--- config.mk ---
export PLATFORM = sky130hd
export DESIGN_NAME = uart_tx_arbiter
export DESIGN_NICKNAME = d
export VERILOG_FILES = /design/src/rtl/uart_pkg.sv /design/src/rtl/uart_tx_arbiter_rr_pick.sv /design/src/rtl/uart_tx_arbiter.sv
export SDC_FILE = /design/constraint.sdc
export NUM_CORES = 1
export LEC_CHECK = 0
export CAP_MARGIN = 20
export CORE_UTILIZATION = 25
export CTS_CLUSTER_SIZE = 10
export DETAILED_ROUTE_END_ITERATION = 8
export DONT_BUFFER_PORTS = 1
export PLACE_DENSITY = 0.44
export SETUP_SLACK_MARGIN = 0.4
export SKIP_CTS_REPAIR_TIMING = 1
export SLEW_MARGIN = 25
export SYNTH_ARGS = -nofsm -noshare
export SYNTH_HDL_FRONTEND = slang
export SYNTH_SLANG_ARGS = --single-unit
--- constraint.sdc ---
create_clock -name clk -period 4.85 [get_ports clk]
set_clock_uncertainty 0.1 [all_clocks]
set_input_delay 0.97 -clock clk [delete_from_list [all_inputs] [get_ports clk]]
set_output_delay 0.97 -clock clk [all_outputs]
set_load 0.03 [all_outputs]
--- src/rtl/uart_pkg.sv ---
// Shared UART definitions: state encoding, byte width and a ceil-log2 helper.
package uart_pkg;

    localparam int unsigned UART_DW = 8;

    typedef enum logic [2:0] {
        ST_IDLE      = 3'd0,
        ST_LOAD      = 3'd1,
        ST_ISSUE     = 3'd2,
        ST_WAIT_BUSY = 3'd3,
        ST_WAIT_DONE = 3'd4
    } uart_state_e;

    function automatic int unsigned clog2(input int unsigned v);
        int unsigned r;
        int unsigned x;
        r = 0;
        x = 1;
        while (x < v) begin
            x = x << 1;
            r = r + 1;
        end
        return r;
    endfunction

endpackage

--- src/rtl/uart_tx_arbiter_rr_pick.sv ---
// Rotate-priority search: first set request at or after i_ptr, wrapping at N-1.
module rr_pick #(
    parameter int unsigned N  = 4,
    parameter int unsigned IW = 2
) (
    input  logic [N-1:0]  i_req,
    input  logic [IW-1:0] i_ptr,
    output logic [IW-1:0] o_idx,
    output logic          o_found
);

    logic [IW-1:0] w_j;

    // Scan from the far end so the closest candidate to i_ptr is assigned last.
    always_comb begin
        o_found = 1'b0;
        o_idx   = '0;
        w_j     = '0;
        for (int k = int'(N) - 1; k >= 0; k--) begin
            w_j = IW'((int'(i_ptr) + k) % int'(N));
            if (i_req[w_j]) begin
                o_found = 1'b1;
                o_idx   = w_j;
            end
        end
    end

endmodule

--- src/rtl/uart_tx_arbiter.sv ---
// Round-robin frame arbiter feeding a single UART transmitter, one byte per
// transmitter cycle, with a mid-frame idle timeout that drops the grant.
module uart_tx_arbiter
    import uart_pkg::*;
#(
    parameter int unsigned N_REQ     = 4,
    parameter int unsigned DW        = UART_DW,
    parameter int unsigned FRAME_TMO = 1023
) (
    input  logic                  clk,
    input  logic                  rst,
    input  logic [N_REQ-1:0]      i_req_valid,
    input  logic [N_REQ*DW-1:0]   i_req_data,
    input  logic [N_REQ-1:0]      i_req_last,
    output logic [N_REQ-1:0]      o_req_ready,
    output logic                  o_tx_start,
    output logic [DW-1:0]         o_tx_data,
    input  logic                  i_tx_busy,
    output logic                  o_grant_active,
    output logic [clog2(N_REQ)-1:0] o_grant_id,
    output logic                  o_frame_abort
);

    localparam int unsigned IW = clog2(N_REQ);
    localparam int unsigned CW = 16;

    localparam logic [2:0] S_IDLE      = ST_IDLE;
    localparam logic [2:0] S_LOAD      = ST_LOAD;
    localparam logic [2:0] S_ISSUE     = ST_ISSUE;
    localparam logic [2:0] S_WAIT_BUSY = ST_WAIT_BUSY;
    localparam logic [2:0] S_WAIT_DONE = ST_WAIT_DONE;

    logic [2:0]    r_state,        w_state_nxt;
    logic [IW-1:0] r_grant_id,     w_grant_id_nxt;
    logic          r_grant_active, w_grant_active_nxt;
    logic          r_tx_start,     w_tx_start_nxt;
    logic [DW-1:0] r_tx_data,      w_tx_data_nxt;
    logic          r_frame_abort,  w_frame_abort_nxt;
    logic [IW-1:0] r_rr_ptr,       w_rr_ptr_nxt;
    logic          r_last_q,       w_last_q_nxt;
    logic [CW-1:0] r_tmo_cnt,      w_tmo_cnt_nxt;

    logic [IW-1:0] w_pick_idx;
    logic          w_pick_found;
    logic [DW-1:0] w_sel_data;
    logic          w_sel_last;
    logic          w_xfer;
    logic [IW-1:0] w_ptr_wrap;

    rr_pick #(.N(N_REQ), .IW(IW)) u_rr_pick (
        .i_req   (i_req_valid),
        .i_ptr   (r_rr_ptr),
        .o_idx   (w_pick_idx),
        .o_found (w_pick_found)
    );

    // Byte and last flag of the granted requester.
    always_comb begin
        w_sel_data = '0;
        w_sel_last = 1'b0;
        for (int k = 0; k < int'(N_REQ); k++) begin
            if (r_grant_id == IW'(k)) begin
                w_sel_data = i_req_data[k*DW +: DW];
                w_sel_last = i_req_last[k];
            end
        end
    end

    assign w_xfer     = (r_state == S_LOAD) && i_req_valid[r_grant_id];
    assign w_ptr_wrap = (r_grant_id == IW'(N_REQ - 1)) ? '0 : r_grant_id + IW'(1);

    always_comb begin
        o_req_ready = '0;
        if (r_state == S_LOAD) begin
            o_req_ready[r_grant_id] = i_req_valid[r_grant_id];
        end
    end

    always_comb begin
        w_state_nxt        = r_state;
        w_grant_id_nxt     = r_grant_id;
        w_grant_active_nxt = r_grant_active;
        w_tx_start_nxt     = 1'b0;
        w_tx_data_nxt      = r_tx_data;
        w_frame_abort_nxt  = 1'b0;
        w_rr_ptr_nxt       = r_rr_ptr;
        w_last_q_nxt       = r_last_q;
        w_tmo_cnt_nxt      = r_tmo_cnt;
        case (r_state)
            S_IDLE: begin
                if (w_pick_found) begin
                    w_grant_id_nxt     = w_pick_idx;
                    w_grant_active_nxt = 1'b1;
                    w_tmo_cnt_nxt      = '0;
                    w_state_nxt        = S_LOAD;
                end
            end
            S_LOAD: begin
                if (w_xfer) begin
                    w_tx_data_nxt  = w_sel_data;
                    w_tx_start_nxt = 1'b1;
                    w_last_q_nxt   = w_sel_last;
                    w_tmo_cnt_nxt  = '0;
                    w_state_nxt    = S_ISSUE;
                end else if (r_tmo_cnt == CW'(FRAME_TMO - 1)) begin
                    // This idle cycle brings the count to FRAME_TMO.
                    w_frame_abort_nxt  = 1'b1;
                    w_grant_active_nxt = 1'b0;
                    w_rr_ptr_nxt       = w_ptr_wrap;
                    w_tmo_cnt_nxt      = '0;
                    w_state_nxt        = S_IDLE;
                end else begin
                    w_tmo_cnt_nxt = r_tmo_cnt + CW'(1);
                end
            end
            S_ISSUE: begin
                w_state_nxt = S_WAIT_BUSY;
            end
            S_WAIT_BUSY: begin
                if (i_tx_busy) begin
                    w_state_nxt = S_WAIT_DONE;
                end
            end
            S_WAIT_DONE: begin
                if (!i_tx_busy) begin
                    if (r_last_q) begin
                        w_grant_active_nxt = 1'b0;
                        w_rr_ptr_nxt       = w_ptr_wrap;
                        w_state_nxt        = S_IDLE;
                    end else begin
                        w_state_nxt = S_LOAD;
                    end
                end
            end
            default: begin
                w_grant_active_nxt = 1'b0;
                w_state_nxt        = S_IDLE;
            end
        endcase
    end

    always_ff @(posedge clk or posedge rst) begin
        if (rst) begin
            r_state        <= S_IDLE;
            r_grant_id     <= '0;
            r_grant_active <= 1'b0;
            r_tx_start     <= 1'b0;
            r_tx_data      <= '0;
            r_frame_abort  <= 1'b0;
            r_rr_ptr       <= '0;
            r_last_q       <= 1'b0;
            r_tmo_cnt      <= '0;
        end else begin
            r_state        <= w_state_nxt;
            r_grant_id     <= w_grant_id_nxt;
            r_grant_active <= w_grant_active_nxt;
            r_tx_start     <= w_tx_start_nxt;
            r_tx_data      <= w_tx_data_nxt;
            r_frame_abort  <= w_frame_abort_nxt;
            r_rr_ptr       <= w_rr_ptr_nxt;
            r_last_q       <= w_last_q_nxt;
            r_tmo_cnt      <= w_tmo_cnt_nxt;
        end
    end

    assign o_tx_start     = r_tx_start;
    assign o_tx_data      = r_tx_data;
    assign o_grant_active = r_grant_active;
    assign o_grant_id     = r_grant_id;
    assign o_frame_abort  = r_frame_abort;

endmodule

==> impl_metrics.json <==
{
  "io_buffers": 0,
  "grt_setup_unrepaired": "no",
  "syn_to_final_growth_pct": 7.929,
  "timing.rr.end": "o_tx_data[5]$_DFFE_PP0P_",
  "synth_area_mm2": 0.002241,
  "endpoint_kind": "primary output",
  "finalSetupViolCount": 0,
  "clockBufferDepth": 2,
  "crit_cells": 5,
  "synth_edf_count": 0,
  "firstDrtPassIters": 5,
  "finalCritPeriodShare_pct": 78.52,
  "grt_antenna_before_repair": 0,
  "antenna_cells": 0,
  "ys.warnings.count": 0,
  "ios": 60,
  "initial_core_util_pct": 25.82,
  "worstSetupStartpointType": "flop",
  "routed_wl_mm": 5.462,
  "nets": 304,
  "syn_avg_cell_area_um2": 8.553,
  "tns_ps": 0,
  "drt_iter0_drc": 66,
  "cts_tree": "built",
  "dpl.hpwl_mm": 3.895,
  "synth_flop_cell": "dfrtp_1",
  "ant_nets": 0,
  "vdd_drop_max_uv": 162.8,
  "fp-row-count": 34,
  "cp-startpoint": "o_grant_id[0]$_DFFE_PP0P_",
  "ff2ff_setup_slack_ps": 2320,
  "synth_top_area_share_pct": 39.08,
  "hold_viol": 0,
  "dieArea_mm2": 0.009346,
  "outcome": "complete, no violations",
  "worstSkewPairLatency_ps": 290,
  "drive_above_1_share_pct": 6.250,
  "routabilityCongestion": 0.7328,
  "relSlewSlack_pct": 40.87,
  "synthTopCellsByArea": "dfrtp_1, a21oi_1, nand2_1",
  "dpl-instance-area_mm2": 0.002318,
  "fill_cells": 909,
  "route.detailed.drc": 0,
  "ff2ff_path_depth": 6,
  "viasPerCell": 5.302,
  "die_h_um": 96.68,
  "htreeDepth": 2,
  "cpPeakStageDelay_ps": 660,
  "async_flop_share_pct": 100.0,
  "wire_per_inst_um": 15.01,
  "coreArea_mm2": 0.008678,
  "cp.arrival_ps": 2740,
  "cpMostUsedCell": "nand2b_1",
  "yosys.area.top_type": "dfrtp_1",
  "p_leak_nw": 0.9224,
  "die_w_um": 96.68,
  "clk_pin_slew_worst_paths_ps": 80,
  "critPathRequiredTime_ps": 3780,
  "vias": 1930,
  "fin_crit_ps": 3808,
  "grt_pass1_wl_mm": 9.425,
  "yosysSeqAreaShare_pct": 39.08,
  "crit_path_max_fanout": 18,
  "yosysUniqueCellTypes": 45,
  "crit_path_top_delay_cell": "dfrtp_1",
  "numClockSinks": 35,
  "reg2reg_from": "o_grant_id[0]$_DFFE_PP0P_",
  "grt_pass1_vias": 1865,
  "crit_family": "simple AND/OR/NAND/NOR gates",
  "grt_max_degree": 36,
  "synth.top_cells.by_count": "dfrtp_1, nand2_1, a21oi_1, o21ai_0",
  "worstSetupPathType": "flop to primary output",
  "numCtsBuffers": 5,
  "min_from": "r_tmo_cnt[11]$_DFFE_PP0P_",
  "ff_latch_area_um2": 875.8,
  "ys_ff_latch": 35,
  "slew_violations": 0,
  "grt_overflow": 0,
  "max_cap_viol_count": 0,
  "stdcell_count": 364,
  "crit_chain": "mux4_2, nand2b_1, nand2b_1, inv_1, and2_1",
  "syn_inst": 262,
  "synth.most_common_cell": "dfrtp_1",
  "fmax_mhz": 262.6,
  "timing.critical_path.buf_inv": 1,
  "holdWs_ps": 414.1,
  "cellPowerDensity_mw_per_mm2": 559.3,
  "worst_slew_pin_slew_ps": 885.0,
  "ctsRootBufferMaster": "clkbuf_8",
  "critPathCapture": "o_req_ready[0]",
  "final_area_mm2": 0.002419,
  "p_total_mw": 1.353,
  "place_inst": 356,
  "grtUsageTotal_pct": 12.16,
  "min_path_type": "flop to flop",
  "syn_nets": 311,
  "multiInputGateArea_mm2": 0.001244
}
kinds of logic after synthesis:
family                   synth area share (%)
AO/OA/AOI/OAI                           24.12
XOR/XNOR                               0.3909
adder cells (fa/ha/maj)                 3.350
buffers and inverters                   5.415
flip-flops                              39.08
multiplexers                            1.452
AND/OR/NAND/NOR                         26.19
state kept, by name, indices dropped and copies added, names as in the netlist:
| register | flops |
|---|---|
| r_tmo_cnt | 16 |
| o_tx_data | 8 |
| r_state | 3 |
| o_grant_id | 2 |
| r_rr_ptr | 2 |
| o_frame_abort | 1 |
| o_grant_active | 1 |
| o_tx_start | 1 |
| r_last_q | 1 |
power by group:
| group | internal (mW) | switching [mW] | total, mW | leakage (nW) |
|---|---|---|---|---|
| Combinational | 0.212 | 0.357 | 0.570 | 0.409 |
| Clock | 0.130 | 0.110 | 0.240 | 0.0515 |
| Sequential | 0.365 | 0.178 | 0.543 | 0.462 |
how the worst min path moves through the flow:
stage,endpoint,slack [ps],cells past startpoint
2_1_floorplan,r_tmo_cnt[14]$_DFFE_PP0P_,360,1
3_3_place_gp,r_tmo_cnt[11]$_DFFE_PP0P_,400,1
3_5_place_dp,r_tmo_cnt[11]$_DFFE_PP0P_,400,1
4_1_cts,r_tmo_cnt[11]$_DFFE_PP0P_,410,1
5_1_grt,r_tmo_cnt[7]$_DFFE_PP0P_,460,1
6_report,r_tmo_cnt[11]$_DFFE_PP0P_,410,1
through the flow:
stage | setup slack, ps | utilization [%]
3_3_place_gp | 1182 | 26.72
2_1_floorplan | 1519 | -
3_5_place_dp | 1114 | 26.72
4_1_cts | 979.8 | 27.87
5_1_grt | 836.4 | 27.87
6_report | 1042 | 27.87
metal layers:
metal  vias to the layer above  track usage [%]  wire length (µm)
met5                         -                0                 0
li1                        963                -                 -
met3                         5            3.685               331
met1                       904            15.96              2517
met2                        58            19.77              2567
met4                         0            2.411                46
layout make-up:
class | instances | share of cell area, %
Tap cell | 108 | 5.587
Sequential cell | 35 | 36.21
Timing Repair Buffer | 2 | 0.6208
Inverter | 13 | 2.018
Clock buffer | 8 | 4.139
Multi-Input combinational cell | 198 | 51.42
placed cells by master, fill, tap and decap left out, types with 5 or more instances in the layout:
cell,netlist,final
nor3_1,12,12
dfrtp_1,35,35
nand3_1,13,13
a221oi_1,9,9
inv_1,12,12
and2_1,5,5
ha_1,6,6
o21ai_0,14,14
nand2b_1,9,9
nand2_1,27,27
clkbuf_8,0,7
nor2b_1,9,9
nor2_1,8,8
a21oi_1,24,24
o21ai_1,9,9
and3_1,5,5
a31oi_1,13,13
(Power assumes the default switching activity.)
